**src/rtl/dot_matrix_scan_if.sv**
```systemverilog
// Bus between the fan-pattern generator and the LED matrix row-scan driver.
// master: frame source and pin observer; slave: the scan driver.
interface dot_matrix_scan_if;
  logic        enable;
  logic [63:0] frame_R;
  logic [63:0] frame_G;
  logic [7:0]  row;
  logic [7:0]  col_R;
  logic [7:0]  col_G;
  logic [2:0]  row_idx;
  logic        frame_start;

  modport master (
    output enable, frame_R, frame_G,
    input  row, col_R, col_G, row_idx, frame_start
  );

  modport slave (
    input  enable, frame_R, frame_G,
    output row, col_R, col_G, row_idx, frame_start
  );
endinterface

```
**src/rtl/dot_matrix_scan.sv**
```systemverilog
// Row-scanning driver for an 8x8 bicolour LED matrix. Frames are double-buffered
// into shadow registers at the frame boundary; each row slot starts with a
// blanking interval. Outputs are registered from next-state values, so they
// reflect the (cnt, ridx) held in the same cycle with no extra lag.
module dot_matrix_scan #(
  parameter int unsigned SCAN_DIV       = 1000,
  parameter int unsigned BLANK_CYCLES   = 20,
  parameter bit          ROW_ACTIVE_LOW = 1'b1
) (
  input logic              clk,
  input logic              rst_n,
  dot_matrix_scan_if.slave bus_io
);

  localparam int unsigned    CntW     = $clog2(SCAN_DIV);
  localparam logic [CntW-1:0] CntMax   = CntW'(SCAN_DIV - 1);
  localparam logic [CntW-1:0] BlankEnd = CntW'(BLANK_CYCLES);
  localparam logic [7:0]      RowOff   = ROW_ACTIVE_LOW ? 8'hFF : 8'h00;

  typedef enum logic [1:0] {StIdle, StBlank, StDrive} mode_e;

  mode_e           mode_q, mode_d;
  logic [CntW-1:0] cnt_q, cnt_d;
  logic [2:0]      ridx_q, ridx_d;
  logic [63:0]     shadow_r_q, shadow_r_d;
  logic [63:0]     shadow_g_q, shadow_g_d;
  logic            frame_load;

  logic [7:0]      row_q, row_d;
  logic [7:0]      col_r_q, col_r_d;
  logic [7:0]      col_g_q, col_g_d;
  logic [2:0]      row_idx_q;
  logic            frame_start_q, frame_start_d;

  logic [7:0]      row_sel;
  logic [5:0]      col_base;

  // Next-state: counter/row advance, mode decode and shadow capture.
  always_comb begin
    mode_d     = mode_q;
    cnt_d      = cnt_q;
    ridx_d     = ridx_q;
    shadow_r_d = shadow_r_q;
    shadow_g_d = shadow_g_q;
    frame_load = 1'b0;
    if (!bus_io.enable) begin
      mode_d = StIdle;
      cnt_d  = '0;
      ridx_d = '0;
    end else begin
      if (mode_q == StIdle) begin
        cnt_d      = '0;
        ridx_d     = '0;
        frame_load = 1'b1;
      end else if (cnt_q == CntMax) begin
        cnt_d      = '0;
        ridx_d     = ridx_q + 3'd1;
        // Wrap back to row 0 is the frame boundary.
        frame_load = (ridx_q == 3'd7);
      end else begin
        cnt_d = cnt_q + CntW'(1);
      end
      mode_d = (cnt_d < BlankEnd) ? StBlank : StDrive;
      if (frame_load) begin
        shadow_r_d = bus_io.frame_R;
        shadow_g_d = bus_io.frame_G;
      end
    end
  end

  // Row r lives in bits [63-8r : 56-8r]; base offset 8*(7-r) equals {~r, 3'b000}.
  assign row_sel  = 8'b1 << ridx_d;
  assign col_base = {~ridx_d, 3'b000};

  // Output decode from next-state values.
  always_comb begin
    row_d         = RowOff;
    col_r_d       = 8'h00;
    col_g_d       = 8'h00;
    frame_start_d = (mode_d != StIdle) && (ridx_d == 3'd0) && (cnt_d == '0);
    if (mode_d == StDrive) begin
      row_d   = ROW_ACTIVE_LOW ? ~row_sel : row_sel;
      col_r_d = shadow_r_d[col_base +: 8];
      col_g_d = shadow_g_d[col_base +: 8];
    end
  end

  // State and registered outputs.
  always_ff @(posedge clk or negedge rst_n) begin
    if (!rst_n) begin
      mode_q        <= StIdle;
      cnt_q         <= '0;
      ridx_q        <= '0;
      shadow_r_q    <= '0;
      shadow_g_q    <= '0;
      row_q         <= RowOff;
      col_r_q       <= 8'h00;
      col_g_q       <= 8'h00;
      row_idx_q     <= 3'd0;
      frame_start_q <= 1'b0;
    end else begin
      mode_q        <= mode_d;
      cnt_q         <= cnt_d;
      ridx_q        <= ridx_d;
      shadow_r_q    <= shadow_r_d;
      shadow_g_q    <= shadow_g_d;
      row_q         <= row_d;
      col_r_q       <= col_r_d;
      col_g_q       <= col_g_d;
      row_idx_q     <= ridx_d;
      frame_start_q <= frame_start_d;
    end
  end

  assign bus_io.row         = row_q;
  assign bus_io.col_R       = col_r_q;
  assign bus_io.col_G       = col_g_q;
  assign bus_io.row_idx     = row_idx_q;
  assign bus_io.frame_start = frame_start_q;

endmodule

```
**src/flat_wrapper.sv**
```systemverilog
// flat-port wrapper written by rule: the top's interface ports become plain ports
module dot_matrix_scan_flat 
#(
  parameter int unsigned SCAN_DIV       = 1000,
  parameter int unsigned BLANK_CYCLES   = 20,
  parameter bit          ROW_ACTIVE_LOW = 1'b1
)
  (clk, rst_n, bus_io_enable, bus_io_frame_R, bus_io_frame_G, bus_io_row, bus_io_col_R, bus_io_col_G, bus_io_row_idx, bus_io_frame_start);
  dot_matrix_scan_if bus_io_i ();
  input logic clk;
  input logic rst_n;
  input wire logic [$bits(bus_io_i.enable)-1:0] bus_io_enable;
  input wire logic [$bits(bus_io_i.frame_R)-1:0] bus_io_frame_R;
  input wire logic [$bits(bus_io_i.frame_G)-1:0] bus_io_frame_G;
  output wire logic [$bits(bus_io_i.row)-1:0] bus_io_row;
  output wire logic [$bits(bus_io_i.col_R)-1:0] bus_io_col_R;
  output wire logic [$bits(bus_io_i.col_G)-1:0] bus_io_col_G;
  output wire logic [$bits(bus_io_i.row_idx)-1:0] bus_io_row_idx;
  output wire logic [$bits(bus_io_i.frame_start)-1:0] bus_io_frame_start;
  assign bus_io_i.enable = bus_io_enable;
  assign bus_io_i.frame_R = bus_io_frame_R;
  assign bus_io_i.frame_G = bus_io_frame_G;
  assign bus_io_row = bus_io_i.row;
  assign bus_io_col_R = bus_io_i.col_R;
  assign bus_io_col_G = bus_io_i.col_G;
  assign bus_io_row_idx = bus_io_i.row_idx;
  assign bus_io_frame_start = bus_io_i.frame_start;
  dot_matrix_scan #(.SCAN_DIV(SCAN_DIV), .BLANK_CYCLES(BLANK_CYCLES), .ROW_ACTIVE_LOW(ROW_ACTIVE_LOW)) u_core (.clk(clk), .rst_n(rst_n), .bus_io(bus_io_i));
endmodule
```
**config.mk**
```make
export PLATFORM = sky130hd
export DESIGN_NAME = dot_matrix_scan_flat
export DESIGN_NICKNAME = d
export VERILOG_FILES = /design/src/rtl/dot_matrix_scan_if.sv /design/src/rtl/dot_matrix_scan.sv /design/src/flat_wrapper.sv
export SDC_FILE = /design/constraint.sdc
export NUM_CORES = 1
export LEC_CHECK = 0
export BUFFER_PORTS_ARGS = -buffer_cell sky130_fd_sc_hd__buf_4
export CAP_MARGIN = 15
export CELL_PAD_IN_SITES_DETAIL_PLACEMENT = 0
export CELL_PAD_IN_SITES_GLOBAL_PLACEMENT = 1
export CORE_MARGIN = 2
export CORE_UTILIZATION = 45
export CTS_BUF_LIST = sky130_fd_sc_hd__clkbuf_4
export CTS_CLUSTER_DIAMETER = 50
export DETAILED_ROUTE_END_ITERATION = 16
export HOLD_SLACK_MARGIN = 0.15
export PLACE_DENSITY_LB_ADDON = 0.2
export SYNTH_ARGS = -nofsm -noshare
export SYNTH_HDL_FRONTEND = slang
export SYNTH_SLANG_ARGS = --single-unit
```
**constraint.sdc**
```tcl
create_clock -name clk -period 2.65 [get_ports clk]
set_clock_uncertainty 0.05 [all_clocks]
set_input_delay 0.53 -clock clk [delete_from_list [all_inputs] [get_ports clk]]
set_output_delay 0.53 -clock clk [all_outputs]
set_load 0.01 [all_outputs]
```
### Word level (Yosys, flattened, before mapping)

Index checks and enable logic that the tools add are counted.

| operators by class | value |
|---|---|
| eq/ne operators | 3 |
| reductions and logical operators | 6 |
| order comparisons | 1 |
| bitwise logic cells | 2 |
| add/subtract/negate cells | 2 |
| mux-type cells | 19 |
| shift operators | 3 |

Operators with widths:

| cell | count |
|---|---|
| 64-bit two-way mux | 4 |
| 64-bit by 7-bit variable part select with 8-bit output | 2 |
| 10-bit two-way mux | 4 |
| 8-bit two-way mux | 3 |
| 10-bit by 1-bit adder with 10-bit output, second input constant | 1 |
| 10-bit == test, second input constant | 1 |
| 10-bit logical NOT | 1 |
| 10-bit by 5-bit less-than comparator with 1-bit output, second input constant | 1 |
| 3-bit two-way mux | 3 |
| 8-bit NOT | 1 |
| 1-bit by 3-bit left shift with 8-bit output, first input constant | 1 |
| 2-bit two-way mux | 2 |
| 3-bit by 1-bit adder with 3-bit output, second input constant | 1 |
| 3-bit == test, second input constant | 1 |
| 3-bit logical NOT | 1 |
| 1-bit two-way mux | 3 |
| 3-bit NOT | 1 |
| 2-bit == test, second input constant | 1 |
| 1-bit logical AND | 2 |
| 2-bit logical NOT | 1 |
| 2-bit nonzero test | 1 |

| storage, ports and cells | value |
|---|---|
| register bits after elaboration | 168 |
| output and inout port bits | 28 |
| word-level logic and storage cells | 45 |
| input bits | 131 |

### Depth between registers and ports, before layout

Gate-level depths: netlist of run 1.

| depth | value |
|---|---|
| depth in word-level cells | 10 |
| mapped depth | 11 |
| gate-level depth less buffers | 8 |

### Worst setup path before layout of run 1

No wires, ideal clock.

| path | value |
|---|---|
| kind | reg2reg |
| start | register u_core.cnt_q[0] |
| end | register u_core.col_r_q[6] (netlist: u_core.bus_io.col_R[6]) |
| required time | 2.454 ns |
| library setup time | 0.146 ns |
| slack | 0.299 ns |
| stages on the path, launching flop included | 9 |
| path buffers | 1 |
| period minus slack after synthesis | 2.351 ns |
| arrival | 2.155 ns |
| cell sequence | dfrtp_1 ha_1 nand4b_2 nor3_4 mux2i_1 clkbuf_1 o211ai_1 o2111ai_1 a211oi_2 |

| on the way | value |
|---|---|
| longest elaborated chain between the ends | 9 |
| elaborated cells on any way between the ends | 20 |
| classes of those cells | add/sub (1); order compare (1); eq/ne (2); shift (1); mux (14); bitwise (1) |

Ends and longest elaborated chain:

| element | line | text |
|---|---|---|
| from (decl) | dot_matrix_scan.sv:23 | `logic [CntW-1:0] cnt_q, cnt_d;` |
| from (signal assigned) | dot_matrix_scan.sv:103 | `cnt_q <= cnt_d;` |
| 10-bit by 1-bit adder with 10-bit output / 10-bit == test (equally long branches) | dot_matrix_scan.sv:61, dot_matrix_scan.sv:55 |  |
| 10-bit two-way mux | dot_matrix_scan.sv:55 | `end else if (cnt_q == CntMax) begin` |
| 10-bit two-way mux | dot_matrix_scan.sv:51 | `if (mode_q == StIdle) begin` |
| 10-bit two-way mux | dot_matrix_scan.sv:46 | `if (!bus_io.enable) begin` |
| 10-bit by 5-bit less-than comparator with 1-bit output | dot_matrix_scan.sv:63 | `mode_d = (cnt_d < BlankEnd) ? StBlank : StDrive;` |
| 2-bit two-way mux | dot_matrix_scan.sv:63 |  |
| 2-bit two-way mux | dot_matrix_scan.sv:46 |  |
| 2-bit == test | dot_matrix_scan.sv:81 | `if (mode_d == StDrive) begin` |
| 8-bit two-way mux * | dot_matrix_scan.sv:81 |  |
| named net u_core.col_r_d[6] | dot_matrix_scan.sv:30 | `logic [7:0] col_r_q, col_r_d;` |
| to (signal assigned) | dot_matrix_scan.sv:108 | `col_r_q <= col_r_d;` |
| to (decl) | dot_matrix_scan.sv:30 |  |

Mark *: on every way through the listed nets, which the timed path passes. The rest lies on a longest branch. The select of a mux whose other input is x is not followed.

### Worst setup path in the final report of run 1

| path | value |
|---|---|
| start | register u_core.cnt_q[1] |
| end | register u_core.col_r_q[4] (netlist: u_core.bus_io.col_R[4]) |

Same word-level chain as after synthesis.

==> results by group, run 1 <==
Run status
  – Run status: completed

Floorplan
  – Num rows: 49
  – Core area: 0.0180 sq mm
  – Starting Density: 0.460
  – Chip height: 139 um
  – Die X: 139 um
  – Die area: 0.0194 sq mm
  – IO Pins: 159

Drt
  – Remaining antenna violation count: 0
  – Routed wire length: 26200 um
  – Wire per inst: 21.3 um
  – DR DRC count: 0
  – Via density: 5.81
  – DR vias: 7174
  – Initial DRC Count: 584
  – Initial DRT Pass Iterations: 5

Synth
  – Synth top area cells: dfrtp_1 (48%), a32oi_1 (5.9%), nor2b_1 (4.5%)
  – Netlist Area Pre-Place: 0.00826 sq mm
  – Async S/R FF share, synth: 1.00
  – Most numerous cell in the Yosys netlist: dfrtp_1
  – Syn Nets: 918
  – Yosys warning count: 0
  – Avg Inst Size Synth: 10.5 sq um
  – Register area share after synthesis: 0.510
  – Netlist cell types: 59
  – Most frequent cells after synthesis: dfrtp_1 (160), inv_1 (91), o21ai_0 (70), nor2b_1 (59), a32oi_1 (56)
  – Syn Inst Count: 784
  – Synth area leader: dfrtp_1
  – Number of flops mapped to enable cells by yosys: 0
  – Synth Register Bits: 168
  – Main synth FF type: dfrtp_1
  – Synth top area share: 0.485

Placement
  – IO Port Bufs: 158
  – Post-DP Area: 0.0100 sq mm
  – Hpwl dp: 18100 um
  – DP Worst Slack: -16.2 ps
  – GPL Wtd Cong: 0.882

Min path
  – HP Class: in -> reg
  – Min-Delay Startpoint: bus_io_frame_R[60]
  – Worst Hold Path EP: u_core.shadow_r_q[60]
  – Hold path depth: 2

Global routing
  – Overflow after GRT: 0
  – Largest net degree at the start of global routing: 69
  – Total GRT Usage: 0.275
  – Antenna violations before repair: 1
  – Vias in the first global route: 7346
  – First-pass GRT wire length: 41600 um

Clock network
  – CTS H-tree depth: 4
  – CTS Sinks: 168
  – Clk buf depth: 2
  – Clk_lat worst skew: 570 ps
  – Total CTS buffers: 17
  – Clk slew on worst S/H paths: 130 ps
  – CTS tree: done
  – Clock root buffer: clkbuf_4

STA
  – Max-slew headroom: 0.686
  – Worst Setup Slack, final: 91.9 ps
  – Final setup TNS: 0 ps
  – Final period util: 0.965
  – Final setup violation count: 0
  – Hold WS: 182 ps
  – Max Clk Rate: 391 MHz
  – Worst Tran Pin Value: 467 ps
  – Fin. Hold Viols: 0
  – Slew Viols, Final: 0
  – Min cycle time layout: 2560 ps
  – Unrepaired setup endpoints after global routing: false

Final layout
  – Layout area overhead: 31.2%
  – Final Cell Area: 0.0108 sq mm
  – Layout cell share with drive strength beyond 1: 0.301
  – Nets: 1126
  – Fillcell total: 1502

Setup path
  – Crit-path cells: ha_2 -> and4b_2 -> a41o_2 -> buf_4 -> a32oi_1 -> a22oi_2 -> o2111ai_1 -> a211oi_1
  – Reg2reg start: u_core.cnt_q[1]
  – CP required: 3070 ps
  – Critical Path Source Type: flop
  – Class of the most critical setup path: reg -> reg
  – Crit-path max FO: 13
  – Crit path max-delay cell type: dfrtp_1
  – CP Data Arrival Time: 2980 ps
  – Critical path's largest stage delay: 390 ps
  – Reg2Reg Setup Slack: 90 ps
  – Worst setup EP type: flop
  – R2r endpoint: u_core.bus_io.col_R[4]
  – Worst reg2reg path depth: 8

Pwr
  – Sw frac: 0.273
  – Comb pwr share: 0.181
  – Worst vdd ir: 0.236 mV
  – Lkg Pwr: 4.94 nW
  – Flop pwr share: 0.561
  – NetSw: 0.00140 W
  – Clock group share of total power: 0.258
  – P_int: 0.00372 W
  – Post-route total power: 0.00512 W
  – Power density over cell area: 473 mW/mm^2

Run
  – Number of max-cap violations: 0
==> flip-flops by register name, summed over array words and instances, names as in the netlist <==
register                   flops
u_core.cnt_q                  10
u_core.shadow_r_q             64
u_core.shadow_g_q             64
u_core.bus_io.col_R            8
u_core.bus_io.frame_start      1
u_core.bus_io.row              8
u_core.mode_q                  2
u_core.bus_io.col_G            8
u_core.ridx_q                  3
==> cells in the final DEF, fill, tap and decap left out, drive strengths merged, types with 26 or more instances in the layout <==
cell and instances:
dfrtp 160, o21ai 73, o2111ai 26, inv 92
o211ai 33, nor2b 59, a32oi 56, buf 207
dlygate4sd3 52, mux2 30
==> power by group through the flow <==
stage	combinational (W)	clock (W)	sequential (W)
2_1_floorplan	0.000481	0	0.00290
3_3_place_gp	0.000818	0	0.00292
3_5_place_dp	0.000846	0	0.00292
4_1_cts	0.000913	0.00136	0.00287
5_1_grt	0.00102	0.00146	0.00290
6_report	0.000926	0.00132	0.00287
==> metrics by stage <==
step / util / std cells
after global placement: 0.557 / 1149
after global routing: 0.603 / 1234
final: 0.603 / 1234
after floorplan: - / 784
after CTS: 0.598 / 1232
after detailed placement: 0.557 / 1149
==> critical path, delay by kind of cell, from the launching register on <==
| kind | cells | cell delay [ps] |
|---|---|---|
| buf+inv | 1 | 210 |
| simple gates | 1 | 360 |
| flops | 1 | 390 |
| fa+ha+maj | 1 | 230 |
| compound gates | 5 | 1230 |
==> final cells by class <==
cell class	instances	area, sq um	share of cell area
antenna	1	2.50	0.000231
clock buffer	19	143	0.0132
clock inverter	12	86.3	0.00797
inverter	93	349	0.0322
multi-input combinational	453	3490	0.323
sequential	168	4210	0.389
tap	229	287	0.0265
timing repair buffer	259	2250	0.208
==> layer usage <==
metal	wire length [um]	global-route usage
met1	11800	0.403
met2	12100	0.416
met3	1730	0.0499
met4	621	0.0898
met5	0	0
==> worst max-delay path by stage <==
| stage | depth (start not counted) | endpoint | startpoint | slack (ps) |
|---|---|---|---|---|
| 2_1_floorplan | 8 | u_core.bus_io.col_R[6] | u_core.cnt_q[0] | 300 |
| 3_3_place_gp | 9 | u_core.bus_io.col_R[5] | u_core.cnt_q[1] | 70 |
| 3_5_place_dp | 8 | u_core.bus_io.col_R[5] | u_core.cnt_q[1] | -20 |
| 4_1_cts | 9 | u_core.bus_io.col_R[1] | u_core.cnt_q[1] | 8 |
| 5_1_grt | 9 | u_core.bus_io.col_R[4] | u_core.ridx_q[0] | 20 |
| 6_report | 8 | u_core.bus_io.col_R[4] | u_core.cnt_q[1] | 90 |
==> cell families (layout without fill, tap and decap cells) <==
logic type	after synthesis	count (layout)	share of synthesized area
AOI/OAI and AO/OA	263	263	0.241
xor gates and xnor gates	9	9	0.00955
adders and majority gates	3	3	0.00455
buffers and inverters	163	383	0.0832
DFF	168	168	0.510
muxes	33	33	0.0446
other	0	1	0
and+or+nand+nor	145	145	0.107
==> timing repair <==
| item | in CTS | in global routing |
|---|---|---|
| setup buffers | 0 | 1 |
| hold endpoints to repair | 93 | 0 |
| endpoints found under the setup margin | 3 | 17 |
| hold buffers | 52 | 0 |
| gates resized for setup | 1 | 12 |
Note: power is estimated with default switching activity, not from simulation.
==> run 2, diff against run 1 <==
- CELL_PAD_IN_SITES_DETAIL_PLACEMENT: 0 -> unset
- CELL_PAD_IN_SITES_GLOBAL_PLACEMENT: 1 -> unset
- CORE_UTILIZATION: 45 -> 58
==> results by group, run 2 (synthesis results as in run 1) <==
Run status
  – Run status: completed

Final layout
  – Commonest non-fill, non-tap cells in the layout: buf_4 (189), dfrtp_1 (160), inv_1 (91)
  – Layout area overhead: 33.7%
  – Most common cell after layout, fill and taps aside: buf_4
  – Largest regs: u_core.shadow_g_q: 64 flops, u_core.shadow_r_q: 64 flops, u_core.cnt_q: 10 flops
  – Finished Layout Cells: 1189 (-3.6%)
  – Fillcell total: 820 (-45%)
  – Final Cell Area: 0.0110 sq mm (+2.0%)
  – Nets: 1127 (+0.089%)
  – Layout cell share with drive strength beyond 1: 0.308 (+0.00735)

Clock network
  – CTS tree: done
  – CTS Sinks: 168 (unchanged)
  – Clk slew on worst S/H paths: 140 ps (about the same)
  – Clk buf depth: 2 (unchanged)
  – Clock root buffer: clkbuf_4
  – CTS H-tree depth: 4 (unchanged)
  – Clk_lat worst skew: 580 ps (about the same)
  – Total CTS buffers: 17 (unchanged)

STA
  – Max Clk Rate: 381 MHz (-2.5%)
  – Fin. Hold Viols: 0 (unchanged)
  – Slew Viols, Final: 0 (unchanged)
  – Worst Tran Pin Value: 724 ps (+257 ps)
  – Hold WS: 187 ps (+5.26 ps)
  – Final setup TNS: 0 ps (unchanged)
  – Worst Setup Slack, final: 26.3 ps (-65.5 ps)
  – Final setup violation count: 0 (unchanged)
  – Final period util: 0.990 (+0.0247)
  – Min cycle time layout: 2620 ps (+65.5 ps)
  – Max-slew headroom: 0.518 (-0.168)

Global routing
  – Overflow after GRT: 0 (unchanged)
  – Total GRT Usage: 0.365 (+0.0897)
  – Antenna violations before repair: 1 (unchanged)
  – First-pass GRT wire length: 41400 um (-0.40%)
  – Largest net degree at the start of global routing: 72 (+4.3%)
  – Vias in the first global route: 7705 (+4.9%)

Pwr
  – P_int: 0.00430 W (+15%)
  – Sw frac: 0.259 (-0.0138)
  – Comb pwr share: 0.168 (-0.013)
  – NetSw: 0.00150 W (+7.6%)
  – Worst vdd ir: 0.545 mV (+130%)
  – Lkg Pwr: 5.07 nW (+2.6%)
  – Clock group share of total power: 0.334 (+0.076)
  – Flop pwr share: 0.498 (-0.063)
  – Power density over cell area: 525 mW/mm^2 (+11%)

Drt
  – Via density: 6.44 (+11%)
  – Remaining antenna violation count: 0 (unchanged)
  – Wire per inst: 23.3 um (+9.8%)
  – Initial DRC Count: 1085 (+86%)
  – Initial DRT Pass Iterations: 8 (+3)
  – DR vias: 7663 (+6.8%)
  – Routed wire length: 27700 um (+5.8%)
  – DR DRC count: 0 (unchanged)

Placement
  – DP Worst Slack: -160 ps (-144 ps)
  – Dpl cells: 1091 (-5.0%)
  – GPL Wtd Cong: 0.929 (+5.4%)
  – Hpwl dp: 17600 um (-2.9%)
  – Post-DP Area: 0.00988 sq mm (-1.2%)
  – IO Port Bufs: 158 (unchanged)

Floorplan
  – Starting Density: 0.595 (+0.135)
  – Die X: 123 um (-12%)
  – IO Pins: 159 (unchanged)
  – Core area: 0.0139 sq mm (-23%)
  – Num rows: 43 (-12%)
  – Die area: 0.0152 sq mm (-22%)
  – Chip height: 123 um (-12%)

Min path
  – HP Class: in -> reg

Setup path
  – Crit-path max FO: 18 (+5)
  – Critical Path Source Type: flop
  – CP required: 3100 ps (+30 ps)
  – CP Data Arrival Time: 3070 ps (+90 ps)
  – Worst setup EP type: flop
  – Class of the most critical setup path: reg -> reg

Run
  – Number of max-cap violations: 0 (unchanged)
-- run 2: cell count changes in the layout (fill, tap and decap cells not counted), moves of 2 or more --
cell and change:
a2111oi_2 +2, diode_2 +2, clkinv_1 -2, buf_4 -3, bufinv_16 +6, o2111ai_1 -4, a2111oi_1 -2, o2111ai_2 +4
clkbuf_4 -2, clkbuf_16 +2
-- run 2: cell type report --
class                           instances  area [sq um]  share of cell area
Multi-Input combinational cell        453          3520               0.319
Sequential cell                       168          4210               0.382
Tap cell                              180           225              0.0204
Clock buffer                           17           128              0.0116
Timing Repair Buffer                  260          2340               0.212
Antenna cell                            3          7.51            0.000680
Clock inverter                         15           255              0.0231
Inverter                               93           349              0.0316
-- run 2: routing by layer --
metal,vias up,GRT usage,share of wire
met4,0,0.185,0.048
met1,3741,0.479,0.38
li1,3283,-,-
met3,95,0.0706,0.095
met5,-,0,0
met2,544,0.580,0.48
-- run 2: timing repair --
| item | in CTS | in global routing |
|---|---|---|
| buffers inserted | 0 | 9 |
| hold buffers | 50 | 1 |
| endpoints found under the hold margin | 117 | 1 |
| cloned | 1 | 2 |
| pin swaps | 1 | 11 |
| gates resized for setup | 5 | 15 |
| setup endpoints to repair | 3 | 14 |
-- run 2: through the flow --
| step | util | power [W] |
|---|---|---|
| global placement | 0.712 | 0.00373 |
| floorplan | - | 0.00339 |
| finish | 0.795 | 0.00580 |
| CTS | 0.780 | 0.00575 |
| global route | 0.795 | 0.00598 |
| detailed placement | 0.712 | 0.00378 |
-- run 2: worst paths after layout --
kind,startpoint,end,slack (ps),cells past startpoint
max,u_core.cnt_q[0],u_core.bus_io.col_R[1],30,8
min,bus_io_frame_G[39],u_core.shadow_g_q[39],190,3
max reg2reg,u_core.cnt_q[0],u_core.bus_io.col_R[1],30,8
min reg2reg,u_core.cnt_q[0],u_core.cnt_q[0],460,1
max in group asynchronous,rst_n,u_core.bus_io.row[3],1330,3
min in group asynchronous,rst_n,u_core.cnt_q[7],500,2
-- run 2: power groups by stage --
stage	registers (W)	clock network, W	logic [W]
floorplan	0.00290	0	0.000481
CTS	0.00288	0.00194	0.000927
global placement	0.00292	0	0.000812
finish	0.00289	0.00193	0.000975
global route	0.00291	0.00202	0.00105
detailed placement	0.00293	0	0.000848
-- run 2: worst max-delay path: stages, from the launching register on --
cell and delay [ps]:
dfrtp_1 420, ha_1 180, and4b_2 330, a41o_4 290
bufbuf_16 320, a32oi_1 130, a22oi_1 390, o2111ai_2 230
a211oi_2 210
